File: src/rtl/m_uart_wb_master_pkg.sv
// Shared constants and state encodings for the UART-to-Wishbone bridge.
package m_uart_wb_master_pkg;

   localparam logic [7:0] CMD_WR  = 8'h57;  // 'W'
   localparam logic [7:0] CMD_RD  = 8'h52;  // 'R'
   localparam logic [7:0] RSP_ACK = 8'h06;
   localparam logic [7:0] RSP_NAK = 8'h15;

   typedef enum logic [2:0] {
      ST_IDLE,
      ST_ADDR,
      ST_WDATA,
      ST_BUS,
      ST_RESP
   } wbm_state_t;

   typedef enum logic [1:0] {
      RX_IDLE,
      RX_START,
      RX_DATA,
      RX_STOP
   } rx_state_t;

   // Baud counters run reload..0, so a period of div cycles reloads with div-1.
   function automatic logic [15:0] baud_reload(input int unsigned div);
      return 16'(div - 1);
   endfunction

endpackage

File: src/rtl/m_uart_wb_master_if.sv
// Wishbone classic single-beat bus between the bridge (master) and a slave.
interface m_uart_wb_master_if;
   logic        CYC_O;
   logic        STB_O;
   logic        WE_O;
   logic [31:0] ADR_O;
   logic [31:0] DAT_O;
   logic [3:0]  SEL_O;
   logic        ACK_I;
   logic [31:0] DAT_I;

   modport master (
      output CYC_O, STB_O, WE_O, ADR_O, DAT_O, SEL_O,
      input  ACK_I, DAT_I
   );

   modport slave (
      input  CYC_O, STB_O, WE_O, ADR_O, DAT_O, SEL_O,
      output ACK_I, DAT_I
   );
endinterface

File: src/rtl/m_uart_wb_master_rx_byte.sv
// 8N1 byte receiver: 2-flop synchroniser, start-bit validation at half a bit,
// mid-bit data sampling LSB first, one-cycle rx_valid / rx_ferr pulses.
module m_uart_rx_byte
   import m_uart_wb_master_pkg::*;
#(
   parameter int unsigned CLKDIV = 104
) (
   input  logic       clk,
   input  logic       rst,
   input  logic       rx_i,
   output logic       rx_valid,
   output logic [7:0] rx_data,
   output logic       rx_ferr
);

   localparam logic [15:0] FULL_RL = baud_reload(CLKDIV);
   localparam logic [15:0] HALF_RL = baud_reload(CLKDIV / 2);

   logic        sync1_q, sync1_d;
   logic        sync2_q, sync2_d;
   logic        prev_q,  prev_d;
   rx_state_t   state_q, state_d;
   logic [15:0] cnt_q,   cnt_d;
   logic [2:0]  bit_q,   bit_d;
   logic [7:0]  sh_q,    sh_d;
   logic        valid_q, valid_d;
   logic        ferr_q,  ferr_d;

   // Next-state: synchroniser, edge detect and the bit-timing state machine.
   always_comb begin
      sync1_d = rx_i;
      sync2_d = sync1_q;
      prev_d  = sync2_q;
      state_d = state_q;
      cnt_d   = cnt_q;
      bit_d   = bit_q;
      sh_d    = sh_q;
      valid_d = 1'b0;
      ferr_d  = 1'b0;
      case (state_q)
         RX_IDLE: begin
            if (prev_q && !sync2_q) begin
               state_d = RX_START;
               cnt_d   = HALF_RL;
            end
         end
         RX_START: begin
            if (cnt_q == 16'd0) begin
               if (sync2_q) begin
                  state_d = RX_IDLE;          // glitch, not a start bit
               end else begin
                  state_d = RX_DATA;
                  cnt_d   = FULL_RL;
                  bit_d   = 3'd0;
               end
            end else begin
               cnt_d = cnt_q - 16'd1;
            end
         end
         RX_DATA: begin
            if (cnt_q == 16'd0) begin
               sh_d  = {sync2_q, sh_q[7:1]};
               cnt_d = FULL_RL;
               bit_d = bit_q + 3'd1;
               if (bit_q == 3'd7) state_d = RX_STOP;
            end else begin
               cnt_d = cnt_q - 16'd1;
            end
         end
         RX_STOP: begin
            if (cnt_q == 16'd0) begin
               valid_d = sync2_q;
               ferr_d  = !sync2_q;
               state_d = RX_IDLE;
            end else begin
               cnt_d = cnt_q - 16'd1;
            end
         end
         default: state_d = RX_IDLE;
      endcase
   end

   // State registers; the line is assumed idle (high) out of reset.
   always_ff @(posedge clk) begin
      if (rst) begin
         sync1_q <= 1'b1;
         sync2_q <= 1'b1;
         prev_q  <= 1'b1;
         state_q <= RX_IDLE;
         cnt_q   <= 16'd0;
         bit_q   <= 3'd0;
         sh_q    <= 8'd0;
         valid_q <= 1'b0;
         ferr_q  <= 1'b0;
      end else begin
         sync1_q <= sync1_d;
         sync2_q <= sync2_d;
         prev_q  <= prev_d;
         state_q <= state_d;
         cnt_q   <= cnt_d;
         bit_q   <= bit_d;
         sh_q    <= sh_d;
         valid_q <= valid_d;
         ferr_q  <= ferr_d;
      end
   end

   assign rx_valid = valid_q;
   assign rx_data  = sh_q;
   assign rx_ferr  = ferr_q;

endmodule

File: src/rtl/m_uart_wb_master.sv
// UART-to-Wishbone bridge: decodes 'W'/'R' command frames from the serial host,
// runs one single-beat Wishbone cycle and serialises the response back.
// Optional ACK watchdog enabled by defining UART_WBM_TIMEOUT_EN.
module m_uart_wb_master
   import m_uart_wb_master_pkg::*;
#(
   parameter int unsigned CLKDIV = 104,
   parameter int unsigned TOUT_W = 16
) (
   input  logic            CLK_I,
   input  logic            RST_I,
   input  logic            usartRX,
   output logic            usartTX,
   output logic            busy,
   m_uart_wb_master_if.master wb
);

   localparam logic [15:0] FULL_RL = baud_reload(CLKDIV);

   // Out-of-range configurations leave this marker block in the hierarchy.
   if (CLKDIV < 8 || CLKDIV > 65535 || TOUT_W < 1 || TOUT_W > 31) begin : g_bad_cfg
   end

   logic       rx_valid;
   logic [7:0] rx_data;
   logic       rx_ferr;

   m_uart_rx_byte #(.CLKDIV(CLKDIV)) u_rx (
      .clk      (CLK_I),
      .rst      (RST_I),
      .rx_i     (usartRX),
      .rx_valid (rx_valid),
      .rx_data  (rx_data),
      .rx_ferr  (rx_ferr)
   );

   wbm_state_t  state_q;
   logic [1:0]  idx_q;
   logic        we_q;
   logic        cyc_q;
   logic        stb_q;
   logic [31:0] adr_q;
   logic [31:0] dat_q;
   logic [31:0] resp_q;
   logic [2:0]  left_q;
   logic        busy_q;
`ifdef UART_WBM_TIMEOUT_EN
   logic [TOUT_W-1:0] wd_q;
`endif

   logic [9:0]  tx_sh_q,  tx_sh_d;
   logic [15:0] tx_cnt_q, tx_cnt_d;
   logic [3:0]  tx_bit_q, tx_bit_d;
   logic        tx_act_q, tx_act_d;
   logic        tx_last;
   logic        tx_ld;

   // Last cycle of a stop bit; a pending byte loads here so there is no gap.
   assign tx_last = tx_act_q && (tx_cnt_q == 16'd0) && (tx_bit_q == 4'd9);
   assign tx_ld   = (state_q == ST_RESP) && (left_q != 3'd0) && (!tx_act_q || tx_last);

   // Command FSM: frame decode, bus cycle, response sequencing.
   always_ff @(posedge CLK_I) begin
      if (RST_I) begin
         state_q <= ST_IDLE;
         idx_q   <= 2'd0;
         we_q    <= 1'b0;
         cyc_q   <= 1'b0;
         stb_q   <= 1'b0;
         adr_q   <= 32'd0;
         dat_q   <= 32'd0;
         resp_q  <= 32'd0;
         left_q  <= 3'd0;
         busy_q  <= 1'b0;
`ifdef UART_WBM_TIMEOUT_EN
         wd_q    <= '0;
`endif
      end else begin
         case (state_q)
            ST_IDLE: begin
`ifdef UART_WBM_TIMEOUT_EN
               wd_q <= '0;
`endif
               if (rx_valid && (rx_data == CMD_WR || rx_data == CMD_RD)) begin
                  we_q    <= (rx_data == CMD_WR);
                  idx_q   <= 2'd0;
                  busy_q  <= 1'b1;
                  state_q <= ST_ADDR;
               end
            end
            ST_ADDR: begin
               if (rx_ferr) begin
                  state_q <= ST_IDLE;
                  busy_q  <= 1'b0;
               end else if (rx_valid) begin
                  adr_q[{idx_q, 3'b000} +: 8] <= rx_data;
                  idx_q <= idx_q + 2'd1;
                  if (idx_q == 2'd3) begin
                     if (we_q) begin
                        state_q <= ST_WDATA;
                     end else begin
                        state_q <= ST_BUS;
                        cyc_q   <= 1'b1;
                        stb_q   <= 1'b1;
                     end
                  end
               end
            end
            ST_WDATA: begin
               if (rx_ferr) begin
                  state_q <= ST_IDLE;
                  busy_q  <= 1'b0;
               end else if (rx_valid) begin
                  dat_q[{idx_q, 3'b000} +: 8] <= rx_data;
                  idx_q <= idx_q + 2'd1;
                  if (idx_q == 2'd3) begin
                     state_q <= ST_BUS;
                     cyc_q   <= 1'b1;
                     stb_q   <= 1'b1;
                  end
               end
            end
            ST_BUS: begin
               if (wb.ACK_I) begin
                  cyc_q   <= 1'b0;
                  stb_q   <= 1'b0;
                  state_q <= ST_RESP;
                  if (we_q) begin
                     resp_q <= {24'd0, RSP_ACK};
                     left_q <= 3'd1;
                  end else begin
                     resp_q <= wb.DAT_I;
                     left_q <= 3'd4;
                  end
               end
`ifdef UART_WBM_TIMEOUT_EN
               else if (wd_q == {TOUT_W{1'b1}}) begin
                  cyc_q   <= 1'b0;
                  stb_q   <= 1'b0;
                  state_q <= ST_RESP;
                  resp_q  <= {24'd0, RSP_NAK};
                  left_q  <= 3'd1;
               end else begin
                  wd_q <= wd_q + 1'b1;
               end
`endif
            end
            ST_RESP: begin
               if (tx_ld) begin
                  resp_q <= {8'd0, resp_q[31:8]};
                  left_q <= left_q - 3'd1;
               end else if (tx_last && left_q == 3'd0) begin
                  state_q <= ST_IDLE;
                  busy_q  <= 1'b0;
               end
            end
            default: state_q <= ST_IDLE;
         endcase
      end
   end

   // TX serialiser next-state: start bit, 8 data bits LSB first, stop bit.
   always_comb begin
      tx_sh_d  = tx_sh_q;
      tx_cnt_d = tx_cnt_q;
      tx_bit_d = tx_bit_q;
      tx_act_d = tx_act_q;
      if (tx_ld) begin
         tx_sh_d  = {1'b1, resp_q[7:0], 1'b0};
         tx_cnt_d = FULL_RL;
         tx_bit_d = 4'd0;
         tx_act_d = 1'b1;
      end else if (tx_act_q) begin
         if (tx_cnt_q == 16'd0) begin
            if (tx_bit_q == 4'd9) begin
               tx_act_d = 1'b0;
               tx_sh_d  = '1;
            end else begin
               tx_sh_d  = {1'b1, tx_sh_q[9:1]};
               tx_cnt_d = FULL_RL;
               tx_bit_d = tx_bit_q + 4'd1;
            end
         end else begin
            tx_cnt_d = tx_cnt_q - 16'd1;
         end
      end
   end

   // TX registers; reset drives the line back to idle high immediately.
   always_ff @(posedge CLK_I) begin
      if (RST_I) begin
         tx_sh_q  <= '1;
         tx_cnt_q <= 16'd0;
         tx_bit_q <= 4'd0;
         tx_act_q <= 1'b0;
      end else begin
         tx_sh_q  <= tx_sh_d;
         tx_cnt_q <= tx_cnt_d;
         tx_bit_q <= tx_bit_d;
         tx_act_q <= tx_act_d;
      end
   end

   assign usartTX  = tx_sh_q[0];
   assign busy     = busy_q;
   assign wb.CYC_O = cyc_q;
   assign wb.STB_O = stb_q;
   assign wb.WE_O  = we_q & cyc_q;
   assign wb.ADR_O = adr_q;
   assign wb.DAT_O = dat_q;
   assign wb.SEL_O = 4'hF;

endmodule
File: src/flat_wrapper.sv
// flat-port wrapper written by rule: the top's interface ports become plain ports
module m_uart_wb_master_flat import m_uart_wb_master_pkg::*;
#(
   parameter int unsigned CLKDIV = 104,
   parameter int unsigned TOUT_W = 16
)
  (CLK_I, RST_I, usartRX, usartTX, busy, wb_CYC_O, wb_STB_O, wb_WE_O, wb_ADR_O, wb_DAT_O, wb_SEL_O, wb_ACK_I, wb_DAT_I);
  m_uart_wb_master_if wb_i ();
  input  logic CLK_I;
  input  logic RST_I;
  input  logic usartRX;
  output logic usartTX;
  output logic busy;
  output wire logic [$bits(wb_i.CYC_O)-1:0] wb_CYC_O;
  output wire logic [$bits(wb_i.STB_O)-1:0] wb_STB_O;
  output wire logic [$bits(wb_i.WE_O)-1:0] wb_WE_O;
  output wire logic [$bits(wb_i.ADR_O)-1:0] wb_ADR_O;
  output wire logic [$bits(wb_i.DAT_O)-1:0] wb_DAT_O;
  output wire logic [$bits(wb_i.SEL_O)-1:0] wb_SEL_O;
  input wire logic [$bits(wb_i.ACK_I)-1:0] wb_ACK_I;
  input wire logic [$bits(wb_i.DAT_I)-1:0] wb_DAT_I;
  assign wb_CYC_O = wb_i.CYC_O;
  assign wb_STB_O = wb_i.STB_O;
  assign wb_WE_O = wb_i.WE_O;
  assign wb_ADR_O = wb_i.ADR_O;
  assign wb_DAT_O = wb_i.DAT_O;
  assign wb_SEL_O = wb_i.SEL_O;
  assign wb_i.ACK_I = wb_ACK_I;
  assign wb_i.DAT_I = wb_DAT_I;
  m_uart_wb_master #(.CLKDIV(CLKDIV), .TOUT_W(TOUT_W)) u_core (.CLK_I(CLK_I), .RST_I(RST_I), .usartRX(usartRX), .usartTX(usartTX), .busy(busy), .wb(wb_i));
endmodule
File: config.mk
export PLATFORM = sky130hd
export DESIGN_NAME = m_uart_wb_master_flat
export DESIGN_NICKNAME = d
export VERILOG_FILES = /design/src/rtl/m_uart_wb_master_pkg.sv /design/src/rtl/m_uart_wb_master_if.sv /design/src/rtl/m_uart_wb_master_rx_byte.sv /design/src/rtl/m_uart_wb_master.sv /design/src/flat_wrapper.sv
export SDC_FILE = /design/constraint.sdc
export NUM_CORES = 1
export LEC_CHECK = 0
export BUFFER_PORTS_ARGS = -buffer_cell sky130_fd_sc_hd__buf_2
export CAP_MARGIN = 30
export CORE_ASPECT_RATIO = 0.7
export CORE_MARGIN = 1
export CORE_UTILIZATION = 40
export DETAILED_ROUTE_END_ITERATION = 10
export GPL_ROUTABILITY_DRIVEN = 1
export PLACE_DENSITY = 0.7
export RECOVER_POWER = 100
export SLEW_MARGIN = 20
export SYNTH_ARGS = -nofsm -noshare
export SYNTH_HDL_FRONTEND = slang
export SYNTH_HIERARCHICAL = 1
export SYNTH_SLANG_ARGS = --single-unit
export TNS_END_PERCENT = 1
File: constraint.sdc
create_clock -name CLK_I -period 3.8 [get_ports CLK_I]
set_clock_uncertainty 0.05 [all_clocks]
set_input_delay 0.19 -clock CLK_I [delete_from_list [all_inputs] [get_ports CLK_I]]
set_output_delay 0.19 -clock CLK_I [all_outputs]
set_load 0.01 [all_outputs]
# After elaboration in Yosys (flattened, before gate mapping)

Index checks and enable logic that the tools add are counted.

Register bits: 172
Output and inout port bits: 73
Bits of input ports: 36
Logic and storage cells: 192

Reductions and logical operators: 44
Bitwise gates (word level): 5
Shifts and indexed selects: 2
Add/subtract/negate cells: 7
Multiplexer cells: 69
Equality and inequality tests: 41

Operator list:

| cell                                                  | number |
|---|---|
| two-way mux 16 bit                                    | 7 |
| two-way mux 32 bit                                    | 3 |
| bitwise mux 32 bit                                    | 2 |
| one-hot mux 16 bit (4 select lines)                   | 1 |
| one-hot mux 32 bit (2 select lines)                   | 1 |
| two-way mux 3 bit                                     | 16 |
| two-way mux 9 bit                                     | 4 |
| inequality test 2 bit, second input constant          | 17 |
| logical NOT 16 bit                                    | 2 |
| variable shift 8 x 7 -> 32 bit, first input constant  | 1 |
| variable part select 8 x 7 -> 32 bit                  | 1 |
| subtractor 16 x 1 -> 16 bit, second input constant    | 2 |
| two-way mux 2 bit                                     | 9 |
| two-way mux 1 bit                                     | 17 |
| == test 8 x 7 -> 1 bit, second input constant         | 2 |
| one-hot mux 3 bit (5 select lines)                    | 1 |
| AND reduction 3 bit                                   | 5 |
| two-way mux 7 bit                                     | 2 |
| inequality test 2 x 1 -> 1 bit, second input constant | 6 |
| one-hot mux 3 bit (2 select lines)                    | 2 |
| AND reduction 2 bit                                   | 6 |
| AND reduction 5 bit                                   | 2 |
| nonzero test 2 bit                                    | 5 |
| inequality test 3 x 2 -> 1 bit, second input constant | 3 |
| other kinds (28)                                      | 51 |

# Longest topological paths before layout

Gate-level depths: netlist of run 1.

Word-level depth: 7
Gate-level depth with buffers: 9
Mapped depth without buffers: 8

# Modules after synthesis

The synthesis of run 1 kept the hierarchy.

By module, submodules not included:

| module           | times used | cells each | sequential area each (µm²) | area an instance (µm²) |
|---|---|---|---|---|
| m_uart_wb_master | 1          | 707        | 2742.6                     | 6306.0 |
| m_uart_rx_byte   | 1          | 211        | 680.7                      | 1766.7 |

# Worst setup path before layout of run 1

No wires, ideal clock.

Path kind: reg-to-reg
Start point: register u_core.left_q[0]
End point: register u_core.left_q[2]
Period minus slack after synthesis: 2.136 ns
Arrival: 2.015 ns
Path slack: 1.664 ns
Required time: 3.679 ns
Path buffers: 1
Setup time: 0.071 ns
Stages on the path, launching flop included: 10
Path through: dfxtp_1 -> inv_1 -> ha_1 -> ha_1 -> nor4b_2 -> nand2_1 -> o21ai_2 -> buf_6 -> o21ai_0 -> a21oi_1

Cells in the longest elaborated chain, start to end: 5
Elaborated cells between the ends (all ways): 8
Classes of those cells: add/sub (1); eq/ne (1); mux (2); reduce/logical (4)

RTL lines:

| what                                                              | line                    | source |
|---|---|---|
| start, declared                                                   | m_uart_wb_master.sv:45  | `logic [2:0] left_q;` |
| start signal, assigned                                            | m_uart_wb_master.sv:151 | `left_q <= left_q - 3'd1;` |
| branches (longest 5 deep; another with subtractor 3 x 1 -> 3 bit) | n/a                     |  |

Parallel ways; which one is timed is not known. The select of a mux whose other input is x is not followed.
A chain may end at the register's enable or synchronous reset.

# Worst setup path in the final report of run 1

Same ends and word-level chain as after synthesis.

==> results.md, run 1 <==
* Most frequent CP cell: ha_1
* Final period util at 0.771
* Actual slew at the worst max-slew pin at about 1.6 ns
* # setup viols final at 0
* I/O Buffers at ~100
* Chip Height at approximately 120 um
* Ys flop type: dfxtp_1
* RSZ-0062 raised after global routing: no
* Clock buffer depth at 2
* Fin util at 0.468
* Nets at 1067
* Unique cell type count in the Yosys netlist at 82
* H-tree depth at 4
* Flop pwr share at 0.464
* Post-synth EDFFs at 0
* Synth warnings at 6
* Clock slew at reported path FFs at 0.07 ns
* DR WL met3 at approximately 1100 um
* Final instance area at between 9000 and 10000 um2
* Sequential cell area fraction in the yosys report at 0.424
* Router iterations before antenna repair at 5
* Sink Count at approximately 170
* Switching Fraction at 0.285
* Layout cells sized above 1 at 0.0985
* Status: finished with violations
* Starting DRT DRC Count at 543
* Critical path fanouts, max at 34
* #FFs+latches synth at 171
* First-pass GRT wire length at around 32000 um
* # resized after CTS at 0
* DR WL/cell at between 10 and 15 um
* Clock share of power at 0.394
* CTS Buf Count at 17
* Crit end category: register
* Core footprint at approximately 20000 um2
* Core Rows at 43
* Drc violations at 0
* Critical-path top delay cell: nor4b_1
* Max incr delay on CP at 0.93 ns
* Clk root buf: clkbuf_16
* Leakage Power at 0.00372 uW
* Die Wd at between 150 and 200 um
* Final WL at approximately 19000 um
* Critical Path AT at about 3.2 ns
* Tmin final at 2.93 ns
* Top sig layer: met4
* CTS tree: done
* Cell Area, Placed at 8750 um2
* Fin Hold WS at roughly 0.12 ns
* Gpl congestion at 0.846
* Relative slew slack at -0.0926
* Clk_lat worst skew at between 0.4 and 0.5 ns
* Crit start category: register
* Antenna viol nets, final at 0
* Vias at approximately 7000
* Met1 WL at around 9500 um
* Async SR Flop Fraction at 0
* Final Total Pwr at just over 4000 uW
* Most common cell after layout, fill and taps aside: dfxtp_1
* Ant diodes at 0
* Violated checks: max-capacitance violations, max-slew violations
* Routed vias/inst at 5.30
* Worst EP required at 4.09 ns
* Synth Instances at between 900 and 1000
* Mapped cell area at 8070 um2
* Total grt overflow at 0
* Combinational Power Share at 0.142
* Mapped Avg Cell Area at a little under 9 um2
* Metal2 WL at just over 8000 um
* Total die area at between 20000 and 25000 um2
* Peak supply drop at 0.000308 V
* Area Growth Syn to Fin at 14.7%
* Vias in the first global route at ~6300
* Sum Neg Setup Slack at 0 ns
* Post-CTS repair timing setup buffer count at 0
* Max-cap violation count at 2
* PD cells at ~440 nW/um2
* Fin. Hold Viols at 0
* Total Routing Usage GR at 0.189
* Largest net degree at the start of global routing at 79
* DPL Wire Length at 12900 um
* Hold Path Class: input pin to register
* Slew Limit Fails at ~160
* Setup CP Type: register to register
* Initial antenna violation count at 0
* Most frequent cells in the layout: 171 x dfxtp_1, 134 x nor2_1, 70 x clkbuf_1, 67 x mux2i_1, 64 x nand2_1
* CP Cell Sequence: inv_1 > ha_1 > ha_1 > nor4b_1 > nand2_1 > o21ai_2 > buf_4 > o21ai_0 > a21oi_1
* Max Clock Freq at between 300 and 400 MHz
* Number of top-level pins at around 110
* Initial core utilization at 0.408
* Sw Pwr at around 1200 uW
* Total internal power at just under 3000 uW
## cells by family after synthesis
group / after synthesis / synth area share
other: 1 / 0.000465
AOI/OAI and AO/OA: 157 / 0.129
xor gates and xnor gates: 15 / 0.0163
muxes: 68 / 0.0845
and+or+nand+nor: 419 / 0.277
DFF: 171 / 0.424
adders and majority gates: 20 / 0.0307
buffers and inverters: 67 / 0.0380
## sequential cells by signal, indices dropped and copies added (netlist names), 2 cells and up, named ones only
name and flops:
u_core/idx_q 2, u_core/left_q 3, u_core/tx_sh_q 9, u_core/resp_q 32, u_core/u_rx/rx_data 8, u_core/state_q 3
u_core/tx_cnt_q 16, u_core/wb.DAT_O 32, u_core/u_rx/bit_q 3, u_core/tx_bit_q 4, u_core/wb.ADR_O 32, u_core/u_rx/cnt_q 16
## path summary, 6_finish.rpt
check	slack (ns)	cells after the start	end	from
max reg2reg	0.87	9	u_core/left_q[2]	u_core/left_q[0]
min	0.12	3	u_core/state_q[2]	wb_ACK_I
min reg2reg	0.38	1	u_core/u_rx/prev_d	u_core/u_rx/sync1_q
max	0.87	9	u_core/left_q[2]	u_core/left_q[0]
## worst max-delay path: cells and delay by family, from the launching register on
family / cells / cell delay, ns
simple gates: 2 / 1.13
compound gates: 3 / 0.46
buf+inv: 2 / 0.41
fa+ha+maj: 2 / 0.44
flops: 1 / 0.33
## cell type report
class,instances,area (um2)
Tap cell,270,338
Clock inverter,12,88.8
Inverter,21,78.8
Fill cell,2018,10500
Clock buffer,20,457
Multi-Input combinational cell,683,4310
Timing Repair Buffer,118,557
Sequential cell,171,3420
## power groups by stage
stage | logic (uW) | clock network [uW] | registers [uW]
floorplan | 483 | 0 | 1920
detailed placement | 588 | 0 | 1940
global placement | 583 | 0 | 1940
global route | 650 | 1730 | 1910
finish | 582 | 1610 | 1900
CTS | 597 | 1650 | 1900
## metrics by stage
step | cells | setup WS [ns]
global route | 1295 | 0.529
global placement | 1254 | 1.31
floorplan | 921 | 1.66
finish | 1295 | 0.870
detailed placement | 1254 | 1.24
CTS | 1295 | 1.22
## synthesized netlist by cell type, types with 3 or more instances
cell type  count  area (um2)
nand2_1       64         240
nor4b_2        3        45.0
buf_4          5        37.5
inv_1         21        78.8
nor3b_1       28         210
clkbuf_1      31         116
and3_2         3        22.5
or3_1         15        93.8
dfxtp_1      171        3420
o21ai_1        6        30.0
mux2i_1       67         671
or2_2          4        25.0
nand3b_1       3        22.5
nand2b_1       4        25.0
o2111ai_1      3        26.3
ha_1          19         238
buf_2          5        25.0
a21oi_1       56         280
nor4_1         3        18.8
o32ai_1        3        26.3
xor2_1         9        78.8
o211ai_1       5        37.5
xnor2_1        6        52.6
nor3_1        52         260
o21ai_0       19        95.1
nand4_1        8        50.1
buf_6          4        45.0
a211oi_1      28         210
nor4_2         3        37.5
nand4b_1       6        52.6
a21o_1         3        22.5
and2_1        33         206
o21a_1         4        30.0
nand3_1       28         140
or4_1          4        30.0
nor2_1       133         499
## what timing repair did
item                                    in CTS  in global routing
hold buffers                                 9                  0
endpoints found under the hold margin        9                  0
endpoints found under the setup margin       0                  0
## layer usage
metal,vias up,GRT usage
li1,3451,-
met1,3242,0.278
met2,157,0.272
met3,10,0.0492
met4,0,0.0415
met5,-,0
Power figures use the tool's default switching activity.
==> run 2: changes to the inputs <==
--- a/config.mk
+++ b/config.mk
@@ -12,7 +12,7 @@
 export CORE_UTILIZATION = 40
 export DETAILED_ROUTE_END_ITERATION = 10
 export GPL_ROUTABILITY_DRIVEN = 1
-export PLACE_DENSITY = 0.7
+export PLACE_DENSITY = 0.72
 export RECOVER_POWER = 100
 export SLEW_MARGIN = 20
 export SYNTH_ARGS = -nofsm -noshare
==> constraint.sdc (replaced) <==
create_clock -name CLK_I -period 2.4 [get_ports CLK_I]
set_clock_uncertainty 0.05 [all_clocks]
set_input_delay 0.12 -clock CLK_I [delete_from_list [all_inputs] [get_ports CLK_I]]
set_output_delay 0.12 -clock CLK_I [all_outputs]
set_load 0.01 [all_outputs]
==> run 2 against run 1 <==
Compared with the run above:
- the flow now finishes without violations
- via count grew 3.5%
- flip-flop and latch count did not move
- clock power increased by 68%
- hold slack worse by 0.085 ns
- routed wire length rose by 3.1%
- sequential power increased by 57%
- critical path depth shrank 4
- register-to-register slack got worse by 0.69 ns
- non-clock buffer count up 29
- worst setup slack lost 0.69 ns
- global-route usage grew 0.54 points
- clock-buffer cell count is 2 lower
- critical path type unchanged
==> results.md, run 2 (synthesized netlist as in run 1, its figures left out) <==
* Status: complete, no violations
* Total internal power at 4870 uW
* Worst flop-to-flop path startpoint: u_core/tx_cnt_q[10]
* Switching Fraction at 0.279
* DP Cell Count at between 1000 and 1500
* Most frequent cells in the layout: 171 x dfxtp_1, 133 x nor2_1, 75 x clkbuf_1, 67 x mux2i_1, 64 x nand2_1
* Top sig layer: met4
* Peak supply drop at between 0.0004 and 0.0005 V
* Sum Neg Setup Slack at 0 ns
* Gpl congestion at around 0.86
* Most common cell after layout, fill and taps aside: dfxtp_1
* Crit start category: register
* Hold Path Class: input pin to register
* Sw Pwr at roughly 1900 uW
* Nets at 1096
* Post-Layout Cell Count at 1324
* Crit end category: register
* Final period util at 0.923
* H-tree depth at 4
* Router iterations before antenna repair at 6
* Critical Path AT at between 2 and 2.5 ns
* Vias in the first global route at 6421
* Layout cells sized above 1 at 0.126
* Tmin final at around 2.2 ns
* Worst setup path startpoint: u_core/tx_cnt_q[10]
* Hold Crit Endpoint: u_core/state_q[2]
* Actual slew at the worst max-slew pin at 0.593 ns
* Filler cells at roughly 2000
* Post-placement setup slack at roughly 0.13 ns
* R2R setup slack at 0.18 ns
* Drc violations at 0
* DR WL met3 at around 1100 um
* Leakage Power at ~0.0039 uW
* Core footprint at ~20000 um2
* Total die area at ~21000 um2
* Met1 WL at roughly 9600 um
* Total Routing Usage GR at 0.194
* Slew Limit Fails at 0
* Area Growth Syn to Fin at 18.7%
* Core Rows at 43
* Chip Height at roughly 120 um
* Hold Path Cell Cnt at 3
* Flop pwr share at 0.441
* DR WL/cell at 14.8 um
* Ant diodes at 0
* Hold Startpoint: wb_ACK_I
* Routed vias/inst at 5.36
* Fin. Hold Viols at 0
* Vias at about 7100
* DPL Wire Length at around 13000 um
* R2r endpoint: u_core/tx_cnt_q[2]
* Max Clock Freq at between 400 and 500 MHz
* Number of top-level pins at 109
* RSZ-0062 raised after global routing: no
* Relative slew slack at 0.602
* First-pass GRT wire length at about 32000 um
* Largest net degree at the start of global routing at 98
* CTS Buf Count at 17
* Antenna viol nets, final at 0
* Clk_lat worst skew at ~0.43 ns
* Worst EP required at around 2.7 ns
* R2R cell count at 5
* Fin Hold WS at ~0.037 ns
* Fin worst setup slack at between 0.15 and 0.2 ns
* Clock buffer depth at 2
* # setup viols final at 0
* Clock share of power at 0.401
* Metal2 WL at just under 9000 um
* Combinational Power Share at 0.158
* Max-cap violation count at 0
* I/O Buffers at between 100 and 150
* PD cells at slightly above 700 nW/um2
* Initial core utilization at 0.408
* Starting DRT DRC Count at approximately 620
* Total grt overflow at 0
* Final WL at about 20000 um
* Clock slew at reported path FFs at around 0.070 ns
* Sink Count at 171
* Clk root buf: clkbuf_16
* Die Wd at around 170 um
* Setup CP Type: register to register
* Critical path fanouts, max at 8
* CTS tree: done
* Initial antenna violation count at 0
==> run 2: changes by cell type in the layout (fill, tap and decap cells not counted), sizes merged <==
cell and delta:
buf +27, bufinv +2
==> run 2: layout make-up <==
| type | instances | area (um2) | area share |
|---|---|---|---|
| inverter | 21 | 78.8 | 0.00823 |
| sequential | 171 | 3420 | 0.357 |
| timing repair buffer | 147 | 811 | 0.0846 |
| multi-input combinational | 683 | 4360 | 0.455 |
| tap | 270 | 338 | 0.0353 |
| clock buffer | 18 | 429 | 0.0448 |
| clock inverter | 14 | 145 | 0.0151 |
==> run 2: how the worst max path moves through the flow <==
stage,to,slack [ns],cells after the start
2_1_floorplan,u_core/left_q[2],0.26,9
3_3_place_gp,u_core/u_rx/cnt_q[3],0.14,7
3_5_place_dp,u_core/u_rx/cnt_q[3],0.13,7
4_1_cts,u_core/tx_cnt_q[2],0.09,7
5_1_grt,u_core/tx_cnt_q[2],0.03,7
6_report,u_core/tx_cnt_q[2],0.18,5
==> run 2: worst max-delay path: stages (launching register included) <==
cell and delay [ns]:
dfxtp_1 0.34, nor4_2 0.52, nand4_2 0.36, and2_4 0.28, and3_2 0.20, a2111oi_0 0.35
==> run 2: power groups by stage <==
stage | Clock [uW] | Sequential, uW | Combinational, uW
after floorplan | 0 | 3040 | 764
after global placement | 0 | 3040 | 1060
after detailed placement | 0 | 3040 | 1070
after CTS | 2780 | 2980 | 1090
after global routing | 2890 | 2990 | 1170
final | 2710 | 2980 | 1070
==> run 2: timing repair <==
action / in CTS / in global routing
endpoints found under the setup margin: 0 / 25
endpoints found under the hold margin: 9 / 0
buffers inserted: 0 / 0
hold buffers: 9 / 0
resized for setup: 0 / 6
==> run 2: through the flow <==
| step | cell area (um2) | util | total power, uW |
|---|---|---|---|
| 2_1_floorplan | 8080 | - | 3800 |
| 3_3_place_gp | 9020 | 0.456 | 4110 |
| 3_5_place_dp | 9020 | 0.456 | 4110 |
| 4_1_cts | 9690 | 0.489 | 6840 |
| 5_1_grt | 9580 | 0.484 | 7050 |
| 6_report | 9580 | 0.484 | 6760 |
==> run 2: routing by layer <==
layer  global-route usage  vias up
li1                     -     3513
met1                0.276     3381
met2                0.289      187
met3               0.0492       20
met4               0.0537        0
met5                    0        -
